### config.mk
export PLATFORM = sky130hd
export DESIGN_NAME = zrc_hist_seq_ctrl
export DESIGN_NICKNAME = d
export VERILOG_FILES = /design/src/rtl/zrc_hist_pkg.sv /design/src/rtl/zrc_vld_shift.sv /design/src/rtl/zrc_hist_seq_ctrl.sv
export SDC_FILE = /design/constraint.sdc
export NUM_CORES = 1
export LEC_CHECK = 0
export CAP_MARGIN = 40
export CORE_MARGIN = 2
export CORE_UTILIZATION = 29
export CTS_CLUSTER_SIZE = 28
export DETAILED_ROUTE_END_ITERATION = 10
export DONT_BUFFER_PORTS = 1
export GPL_ROUTABILITY_DRIVEN = 0
export RECOVER_POWER = 100
export SETUP_SLACK_MARGIN = 0.1
export SYNTH_ARGS = -nofsm -noshare
export SYNTH_HDL_FRONTEND = slang
export SYNTH_HIERARCHICAL = 1
export SYNTH_SLANG_ARGS = --single-unit
### constraint.sdc
create_clock -name i_clk -period 2.3 [get_ports i_clk]
set_input_delay 0.115 -clock i_clk [delete_from_list [all_inputs] [get_ports i_clk]]
set_output_delay 0.115 -clock i_clk [all_outputs]
set_load 0.005 [all_outputs]
### src/rtl/zrc_hist_pkg.sv
// Shared definitions for the DDE histogram sequencer and mapper.
package zrc_hist_pkg;

    localparam int unsigned ST_W          = 3;
    localparam int unsigned DRAIN_CNT_W   = 8;
    localparam int unsigned DRAIN_CYC_DEF = 48;

    typedef enum logic [ST_W-1:0] {
        ST_INIT  = 3'd0,
        ST_IDLE  = 3'd1,
        ST_RD    = 3'd2,
        ST_DRAIN = 3'd3,
        ST_CLR   = 3'd4
    } hist_st_e;

endpackage

### src/rtl/zrc_vld_shift.sv
// Parameterised 1-bit delay line; o_q is i_d delayed LAT cycles.
module zrc_vld_shift #(
    parameter int unsigned LAT = 2
) (
    input  logic i_clk,
    input  logic i_rst,
    input  logic i_d,
    output logic o_q
);

    logic [LAT-1:0] r_sr;

    always_ff @(posedge i_clk) begin
        if (i_rst) begin
            r_sr <= '0;
        end else begin
            r_sr[0] <= i_d;
            for (int i = 1; i < int'(LAT); i++) begin
                r_sr[i] <= r_sr[i-1];
            end
        end
    end

    assign o_q = r_sr[LAT-1];

endmodule

### src/rtl/zrc_hist_seq_ctrl.sv
// Per-frame ping-pong histogram sequencer: bank toggle at EOF, read sweep
// to the mapper, drain wait, then clear of the finished bank.
module zrc_hist_seq_ctrl
    import zrc_hist_pkg::*;
#(
    parameter int unsigned HIST_RAM_AW = 14,
    parameter int unsigned RAM_RD_LAT  = 2,
    parameter int unsigned DRAIN_CYC   = DRAIN_CYC_DEF
) (
    input  logic                   i_clk,
    input  logic                   i_rst,
    input  logic                   i_field_vld,
    input  logic                   i_enable,
    input  logic                   i_freeze,
    output logic                   o_bank_sel,
    output logic                   o_hist_rd_en,
    output logic [HIST_RAM_AW-1:0] o_hist_rd_addr,
    output logic                   o_hist_rd_vld,
    output logic                   o_clr_we,
    output logic                   o_clr_bank,
    output logic [HIST_RAM_AW-1:0] o_clr_addr,
    output logic                   o_map_update,
    output logic                   o_overrun,
    output logic                   o_busy
);

    localparam logic [DRAIN_CNT_W-1:0] DRAIN_LAST   = DRAIN_CNT_W'(DRAIN_CYC - 1);
    localparam logic                   MAP_ON_ENTRY = (DRAIN_CYC == 1);
    localparam logic [HIST_RAM_AW-1:0] ADDR_LAST    = {HIST_RAM_AW{1'b1}};

    hist_st_e                r_state, w_state_nxt;
    logic                    r_field_d1;
    logic                    r_fin_bank, w_fin_bank_nxt;
    logic [DRAIN_CNT_W-1:0]  r_drain_cnt, w_drain_cnt_nxt;
    logic                    r_bank_sel, w_bank_sel_nxt;
    logic                    r_rd_en, w_rd_en_nxt;
    logic [HIST_RAM_AW-1:0]  r_rd_addr, w_rd_addr_nxt;
    logic                    r_clr_we, w_clr_we_nxt;
    logic                    r_clr_bank, w_clr_bank_nxt;
    logic [HIST_RAM_AW-1:0]  r_clr_addr, w_clr_addr_nxt;
    logic                    r_map_update, w_map_update_nxt;
    logic                    r_overrun, w_overrun_nxt;
    logic                    r_busy, w_busy_nxt;
    logic                    w_eof;
    logic                    w_rd_vld;

    assign w_eof = r_field_d1 & ~i_field_vld;

    // Output registers are loaded with the values for the state being entered.
    always_comb begin
        w_state_nxt      = r_state;
        w_fin_bank_nxt   = r_fin_bank;
        w_drain_cnt_nxt  = r_drain_cnt;
        w_bank_sel_nxt   = r_bank_sel;
        w_rd_en_nxt      = 1'b0;
        w_rd_addr_nxt    = r_rd_addr;
        w_clr_we_nxt     = 1'b0;
        w_clr_bank_nxt   = r_clr_bank;
        w_clr_addr_nxt   = r_clr_addr;
        w_map_update_nxt = 1'b0;
        w_overrun_nxt    = 1'b0;

        case (r_state)
            ST_INIT: begin
                if (!r_clr_we) begin
                    w_clr_we_nxt   = 1'b1;
                    w_clr_bank_nxt = 1'b0;
                    w_clr_addr_nxt = '0;
                end else if (r_clr_addr == ADDR_LAST) begin
                    w_clr_addr_nxt = '0;
                    if (r_clr_bank) begin
                        w_state_nxt = ST_IDLE;
                    end else begin
                        w_clr_we_nxt   = 1'b1;
                        w_clr_bank_nxt = 1'b1;
                    end
                end else begin
                    w_clr_we_nxt   = 1'b1;
                    w_clr_addr_nxt = r_clr_addr + HIST_RAM_AW'(1);
                end
            end
            ST_IDLE: begin
                if (w_eof && i_enable) begin
                    w_bank_sel_nxt = ~r_bank_sel;
                    w_fin_bank_nxt = r_bank_sel;
                    if (i_freeze) begin
                        w_state_nxt    = ST_CLR;
                        w_clr_we_nxt   = 1'b1;
                        w_clr_bank_nxt = r_bank_sel;
                        w_clr_addr_nxt = '0;
                    end else begin
                        w_state_nxt   = ST_RD;
                        w_rd_en_nxt   = 1'b1;
                        w_rd_addr_nxt = '0;
                    end
                end
            end
            ST_RD: begin
                if (r_rd_addr == ADDR_LAST) begin
                    w_state_nxt      = ST_DRAIN;
                    w_rd_addr_nxt    = '0;
                    w_drain_cnt_nxt  = '0;
                    w_map_update_nxt = MAP_ON_ENTRY;
                end else begin
                    w_rd_en_nxt   = 1'b1;
                    w_rd_addr_nxt = r_rd_addr + HIST_RAM_AW'(1);
                end
            end
            ST_DRAIN: begin
                if (r_drain_cnt == DRAIN_LAST) begin
                    w_state_nxt    = ST_CLR;
                    w_clr_we_nxt   = 1'b1;
                    w_clr_bank_nxt = r_fin_bank;
                    w_clr_addr_nxt = '0;
                end else begin
                    w_drain_cnt_nxt  = r_drain_cnt + DRAIN_CNT_W'(1);
                    w_map_update_nxt = (w_drain_cnt_nxt == DRAIN_LAST);
                end
            end
            ST_CLR: begin
                if (r_clr_addr == ADDR_LAST) begin
                    w_state_nxt    = ST_IDLE;
                    w_clr_addr_nxt = '0;
                end else begin
                    w_clr_we_nxt   = 1'b1;
                    w_clr_addr_nxt = r_clr_addr + HIST_RAM_AW'(1);
                end
            end
            default: begin
                w_state_nxt = ST_INIT;
            end
        endcase

        // EOF outside IDLE is dropped and reported; the sequence carries on.
        if (w_eof && (r_state != ST_IDLE)) begin
            w_overrun_nxt = 1'b1;
        end

        w_busy_nxt = (w_state_nxt != ST_IDLE);
    end

    always_ff @(posedge i_clk) begin
        if (i_rst) begin
            r_state      <= ST_INIT;
            r_field_d1   <= 1'b0;
            r_fin_bank   <= 1'b0;
            r_drain_cnt  <= '0;
            r_bank_sel   <= 1'b0;
            r_rd_en      <= 1'b0;
            r_rd_addr    <= '0;
            r_clr_we     <= 1'b0;
            r_clr_bank   <= 1'b0;
            r_clr_addr   <= '0;
            r_map_update <= 1'b0;
            r_overrun    <= 1'b0;
            r_busy       <= 1'b0;
        end else begin
            r_state      <= w_state_nxt;
            r_field_d1   <= i_field_vld;
            r_fin_bank   <= w_fin_bank_nxt;
            r_drain_cnt  <= w_drain_cnt_nxt;
            r_bank_sel   <= w_bank_sel_nxt;
            r_rd_en      <= w_rd_en_nxt;
            r_rd_addr    <= w_rd_addr_nxt;
            r_clr_we     <= w_clr_we_nxt;
            r_clr_bank   <= w_clr_bank_nxt;
            r_clr_addr   <= w_clr_addr_nxt;
            r_map_update <= w_map_update_nxt;
            r_overrun    <= w_overrun_nxt;
            r_busy       <= w_busy_nxt;
        end
    end

    zrc_vld_shift #(
        .LAT (RAM_RD_LAT)
    ) u_rd_vld (
        .i_clk (i_clk),
        .i_rst (i_rst),
        .i_d   (r_rd_en),
        .o_q   (w_rd_vld)
    );

    assign o_bank_sel     = r_bank_sel;
    assign o_hist_rd_en   = r_rd_en;
    assign o_hist_rd_addr = r_rd_addr;
    assign o_hist_rd_vld  = w_rd_vld;
    assign o_clr_we       = r_clr_we;
    assign o_clr_bank     = r_clr_bank;
    assign o_clr_addr     = r_clr_addr;
    assign o_map_update   = r_map_update;
    assign o_overrun      = r_overrun;
    assign o_busy         = r_busy;

endmodule

==> results of run 1 <==
## area by class of cell
| class | instances | area (um^2) | share of cell area [%] |
|---|---|---|---|
| inverters | 10 | 37.54 | 1.334 |
| well taps | 108 | 135.1 | 4.802 |
| clock buffers | 6 | 82.58 | 2.935 |
| repair buffers | 15 | 83.83 | 2.979 |
| flip-flops and latches | 50 | 1001 | 35.57 |
| clock inverters | 2 | 12.51 | 0.4446 |
| multi-input cells | 229 | 1461 | 51.93 |
## logic make-up (layout without fill, tap and decap cells)
group | Yosys count | in the layout | share of synthesized area (%)
muxes | 2 | 2 | 0.7801
xor gates and xnor gates | 24 | 24 | 8.191
and+or+nand+nor | 137 | 137 | 29.50
buffers and inverters | 23 | 33 | 3.901
AOI/OAI and AO/OA | 62 | 62 | 16.67
DFF | 50 | 50 | 39.01
adders and majority gates | 4 | 4 | 1.950
## report_power, final
group          switching [mW]  internal (mW)  leakage, nW
registers             0.00630          0.871        0.404
clock network           0.291          0.242       0.0472
logic                  0.0252         0.0123        0.460
## worst max path at each step
| stage | startpoint | end | slack, ns |
|---|---|---|---|
| 2_1_floorplan | o_clr_addr[0] | o_busy | 0.43 |
| 3_3_place_gp | r_drain_cnt[1] | o_clr_addr[13] | 0.19 |
| 3_5_place_dp | r_drain_cnt[1] | o_clr_addr[13] | 0.12 |
| 4_1_cts | r_drain_cnt[1] | o_clr_addr[8] | 0.20 |
| 5_1_grt | o_clr_addr[1] | o_clr_bank | 0.08 |
| 6_report | o_clr_addr[1] | o_clr_bank | 0.16 |
## tightest hold or removal path, cell delays in order
cell	delay [ns]
nor2_1	0.04
nor2_1	0.09
nor2_1	0.05
## metal layers
| metal | global-route usage [%] | vias to the layer above |
|---|---|---|
| li1 | - | 1117 |
| met1 | 15.88 | 1022 |
| met2 | 20.97 | 26 |
| met3 | 2.720 | 6 |
| met4 | 4.701 | 0 |
| met5 | 0 | - |
## stage by stage
| stage | setup WS (ns) | hold WS, ns | power, mW |
|---|---|---|---|
| 6_report | 0.1566 | 0.03809 | 1.448 |
| 5_1_grt | 0.07546 | 0.05569 | 1.518 |
| 4_1_cts | 0.1966 | 0.02624 | 1.474 |
| 3_5_place_dp | 0.1196 | 0.1899 | 0.9278 |
| 3_3_place_gp | 0.1934 | 0.1881 | 0.9285 |
| 2_1_floorplan | 0.4300 | 0.1866 | 0.9226 |
## Yosys cell counts, types with 2 or more instances
| cell | n | share of area [%] |
|---|---|---|
| nor3_2 | 2 | 0.78 |
| inv_1 | 10 | 1.5 |
| nand4_1 | 10 | 2.4 |
| nand3_1 | 16 | 3.1 |
| clkbuf_1 | 4 | 0.58 |
| and3_1 | 9 | 2.2 |
| nor4_1 | 4 | 0.97 |
| nor3b_1 | 3 | 0.88 |
| o21a_1 | 2 | 0.58 |
| xnor2_1 | 14 | 4.8 |
| a211oi_1 | 7 | 2.0 |
| a41oi_1 | 3 | 1.0 |
| mux2i_1 | 2 | 0.78 |
| or2_2 | 2 | 0.49 |
| buf_2 | 8 | 1.6 |
| a21oi_1 | 16 | 3.1 |
| a31oi_1 | 3 | 0.73 |
| nand2b_1 | 3 | 0.73 |
| nand2_1 | 28 | 4.1 |
| o21ai_0 | 10 | 2.0 |
| ha_1 | 4 | 2.0 |
| and2_1 | 2 | 0.49 |
| xor2_1 | 10 | 3.4 |
| nor2b_1 | 6 | 1.5 |
| o2111ai_1 | 4 | 1.4 |
| or3_1 | 3 | 0.73 |
| o21ai_1 | 2 | 0.39 |
| a311oi_1 | 4 | 1.4 |
| o31ai_1 | 2 | 0.58 |
| dfxtp_1 | 50 | 39 |
| nor3_1 | 4 | 0.78 |
| nor2_1 | 35 | 5.1 |
## registers in the layout (all words and copies together), names as in the netlist, 2 cells and up
| signal | flops |
|---|---|
| o_clr_addr | 14 |
| o_hist_rd_addr | 14 |
| r_drain_cnt | 8 |
| r_state | 3 |
| u_rd_vld/r_sr | 2 |
## repair_timing
item | 4_1_cts | 5_1_grt
gates resized for setup | 1 | 1
hold buffers | 2 | 0
endpoints found under the setup margin | 1 | 13
endpoints found under the hold margin | 22 | 0
pin swaps | 0 | 0
==> metrics, run 1 <==
status completed; WP buf/inv 0; antenna-violating nets left 0; Final nets 320; final core utilization 32.58%; Buffers on Ports 0; fin area 0.002814 mm^2; largest net degree at the start of global routing 23; Total GRT Usage 12.55%; wire per inst 14.08 um; Hold Path Sink o_hist_rd_en; hold path startpoint i_freeze; top sig layer met4; FF-to-FF path depth 6; worst vdd rail ir drop 216.1 uV; number of flops mapped to enable cells by yosys 0; Worst Setup End Kind register; Worst path depth 6; gr ovfl total 0; Die Ht 98.07 um; vias in the first global route 2047; worst rel slew slack 41.90%; first-pass GRT wire length 10130 um; Tmin final 2.143 ns; Initial DRC Count 119; Unique masters post-synth 52; total CTS buffers 5; H-tree depth 2; leak pwr 0.9110 nW; WS Path Type reg -> reg; clock skew 0.004520 ns; Critical Path AT 2.30 ns; worst hold path stage count 3; die area 0.009618 mm^2; Core Region 0.008636 mm^2; worst path required time 2.46 ns; Crit-path slowest cell or4_1; vias after detailed routing 2171; CP delay by family, top simple AND/OR/NAND/NOR gates; # rows 34; fmax 466.5 MHz; worst-margin pin slew 0.8686 ns; register-to-register setup slack 0.16 ns; Post-DP HPWL 4273 um; Root Driver clkbuf_8; Slew Viols, Final 0; Routed WL 5912 um; DRC Markers 0; RSZ-0062 raised after global routing false; ANT cells 0; synthesized flop and latch total 50; CP Max Fanout 5; area grow syn2layout 9.654%; non-filler instance count after layout 420; Placed Cells 410; Hold Vio Cnt, Final 0; routed wl met2 2882 um; layout cells sized above 1 7.692%; power density over the cells 514.7 mW/mm^2; commonest cells after routing, fill and taps aside dfxtp_1 (50), nor2_1 (35), nand2_1 (28); commonest non-fill, non-tap cell in the layout dfxtp_1; Filler cells 915; Tcrit/Tclk final 93.19%; Hold Path Class in -> reg; Post-CTS Setup Inserts 0; sequential area share after synthesis 39.01%; most common flop cell mapped by yosys dfxtp_1; initial antenna violation count 0; # setup viols final 0; critical path startpoint category register; top-level I/O count 41; clock latency on the worst-skew pair 0.30 ns; mapped cell area 0.002566 mm^2; clock sinks 50; syn_nets 311; Met1 Wirelength 2758 um; # Max-Cap Violations 0; Syn Area/Cell 8.497 um^2; Via density 5.169; Crit Reg-Reg Endpoint o_clr_bank; CTS tree yes; Initial Util 29.72%; slowest cell delay on critical path 0.58 ns; TritonRoute pass-1 iters 4; CTS clk-pin slew, worst paths 0.09 ns; setup TNS 0 ns; area of placed instances 0.002736 mm^2; Crit Reg-Reg Startpoint o_clr_addr[1]; routed length on met3 173 um; gate count of the mapped netlist 302; Max clock buf depth 2; Async S/R FF share, synth 0%; CP Cell Sequence ha_1 -> nand3_1 -> or4_1 -> a311oi_1 -> mux2i_1 -> nor2_1; chip width 98.07 um; Syn. warnings 6
(Power assumes the default switching activity.)
==> run 2, diff against run 1 <==
==> constraint.sdc (replaced) <==
create_clock -name i_clk -period 2.3 [get_ports i_clk]
set_input_delay 0.345 -clock i_clk [delete_from_list [all_inputs] [get_ports i_clk]]
set_output_delay 0.345 -clock i_clk [all_outputs]
set_load 0.005 [all_outputs]
==> run 2 against run 1 <==
Effect of this change: critical path depth unchanged; fmax grew 2.0%; power is 0.36% lower; via count about the same; final cell count down 0.48%; largest cell class unchanged; largest power group unchanged; die area stayed put; final area decreased by 0.71%; wire length shrank 1.0%; register-to-register slack improved by 0.04 ns; sequential power about the same; combinational power is 24% lower.
==> metrics, run 2 (synthesized netlist as in run 1, its figures left out) <==
clock sinks 50 (unchanged); ANT cells 0 (unchanged); CTS tree yes; first-pass GRT wire length 9984 um (-1.4%); area of placed instances 0.002736 mm^2 (unchanged); FF-to-FF path depth 6 (unchanged); WP buf/inv 0 (unchanged); Crit-path slowest cell or4_1; chip width 98.07 um (unchanged); Root Driver clkbuf_8; Tcrit/Tclk final 91.34% (-1.9 points); DRC Markers 0 (unchanged); Hold Path Class in -> reg; # setup viols final 0 (unchanged); Via density 5.189 (+0.39%); worst setup margin 0.1992 ns (+0.04263 ns); vias in the first global route 2010 (-1.8%); register-to-register setup slack 0.20 ns (+0.04 ns); sequential power share 60.8% (+0.2 points); Slew Viols, Final 0 (unchanged); worst rel slew slack 56.35% (+14 points); Core Region 0.008636 mm^2 (unchanged); Max clock buf depth 2 (unchanged); Crit Reg-Reg Startpoint o_clr_addr[1]; Switching Fraction 22.15% (-0.14 points); CTS clk-pin slew, worst paths 0.09 ns (about the same); WHS 0.1024 ns (+0.06427 ns); Comb power frac 2.0% (-0.6 points); # rows 34 (unchanged); Worst Setup End Kind register; Reg area 0.001001 mm^2 (unchanged); CP Capture Point o_clr_bank; TritonRoute pass-1 iters 4 (unchanged); gr ovfl total 0 (unchanged); H-tree depth 2 (unchanged); CP Max Fanout 5 (unchanged); clock latency on the worst-skew pair 0.30 ns (about the same); leak pwr 0.9026 nW (-0.92%); antenna-violating nets left 0 (unchanged); initial antenna violation count 0 (unchanged); Initial DRC Count 158 (+33%); Routed WL 5850 um (-1.0%); Total GRT Usage 12.36% (-0.19 points); WS Path Type reg -> reg; critical path startpoint category register; wire per inst 14.00 um (-0.58%); Post-CTS Setup Inserts 0 (unchanged); layout cells sized above 1 7.742% (+0.050 points); total CTS buffers 5 (unchanged); Placed Cells 410 (unchanged); CP Cell Sequence ha_1 -> nand3_1 -> or4_1 -> a311oi_1 -> mux2i_1 -> nor2_1; Sw Pwr 319.6 uW (-0.97%); clock skew 0.006386 ns (+0.001866 ns); largest net degree at the start of global routing 25 (+8.7%); RSZ-0062 raised after global routing false; status completed; vias after detailed routing 2169 (-0.092%); setup TNS 0 ns (unchanged); power share of the clock group 37.2% (+0.4 points); Final nets 318 (-0.63%); top-level I/O count 41 (unchanged); worst-margin pin slew 0.6492 ns (-0.2194 ns); fmax 476.0 MHz (+2.0%); power density over the cells 516.5 mW/mm^2 (+0.35%); Buffers on Ports 0 (unchanged); Setup WS pre-CTS 0.1196 ns (unchanged); die area 0.009618 mm^2 (unchanged); area grow syn2layout 8.874%; CP delay by family, top simple AND/OR/NAND/NOR gates; non-filler instance count after layout 418 (-0.48%); commonest cells after routing, fill and taps aside dfxtp_1 (50), nor2_1 (35), nand2_1 (28); area of the multi-input gates 0.001461 mm^2 (unchanged); commonest non-fill, non-tap cell in the layout dfxtp_1; CP startpoint o_clr_addr[1]; worst path required time 2.50 ns (+0.04 ns); Worst path depth 6 (unchanged); Filler cells 915 (unchanged); slowest cell delay on critical path 0.58 ns (about the same); fin area 0.002794 mm^2 (-0.71%); Tmin final 2.101 ns (-0.04263 ns); Int Pwr 1.124 mW (-0.19%); Crit Reg-Reg Endpoint o_clr_bank; Hold Vio Cnt, Final 0 (unchanged); Die Ht 98.07 um (unchanged); Post-DP HPWL 4273 um (unchanged); worst vdd rail ir drop 216.0 uV (about the same); worst hold path stage count 1 (-2); Initial Util 29.72% (unchanged); # Max-Cap Violations 0 (unchanged); Critical Path AT 2.30 ns (about the same)
run 2: cell types whose count changed in the layout (fill, tap and decap cells not counted):
cell           before  now
dlygate4sd3_1       2    0
run 2: worst min path at each step:
stage	startpoint	end
after CTS	i_rst	u_rd_vld/r_sr[0]
after global placement	i_rst	u_rd_vld/r_sr[0]
final	i_rst	u_rd_vld/r_sr[0]
after global routing	i_rst	u_rd_vld/r_sr[1]
after floorplan	u_rd_vld/r_sr[0]	u_rd_vld/r_sr[1]
after detailed placement	i_rst	u_rd_vld/r_sr[0]
run 2: per-layer routing:
layer  vias to the layer above  wire length (um)  track usage [%]
li1                       1113                 -                -
met1                      1022              2724            15.89
met2                        28              2831            20.34
met3                         6               195            2.720
met4                         0                98            4.594
met5                         -                 0                0
run 2: layout make-up:
cell class	count	share of cell area, %
Inverter	10	1.343
Clock inverter	2	0.4478
Sequential cell	50	35.83
Clock buffer	6	2.956
Timing Repair Buffer	13	2.284
Tap cell	108	4.837
Multi-Input combinational cell	229	52.31
run 2: power groups by stage:
| stage | Clock, mW | Sequential (mW) | Combinational [mW] |
|---|---|---|---|
| after floorplan | 0 | 0.897 | 0.0257 |
| after global placement | 0 | 0.898 | 0.0306 |
| after global routing | 0.591 | 0.879 | 0.0330 |
| after detailed placement | 0 | 0.898 | 0.0299 |
| final | 0.538 | 0.877 | 0.0284 |
| after CTS | 0.556 | 0.878 | 0.0302 |
run 2: worst reg2reg max path, cell delays in order, from the launching register on:
cell and delay, ns:
dfxtp_1 0.42, ha_1 0.24, nand3_1 0.15, or4_1 0.58
a311oi_1 0.35, mux2i_1 0.22, nor2_1 0.05
run 2: repair_timing:
item	CTS	global route
hold buffers	0	0
gates resized for setup	1	1
endpoints found under the setup margin	1	13
run 2: stage by stage:
| step | power, mW | util [%] |
|---|---|---|
| after floorplan | 0.9226 | - |
| after global placement | 0.9285 | 31.69 |
| after detailed placement | 0.9278 | 31.69 |
| after CTS | 1.464 | 32.85 |
| after global routing | 1.504 | 32.35 |
| final | 1.443 | 32.35 |
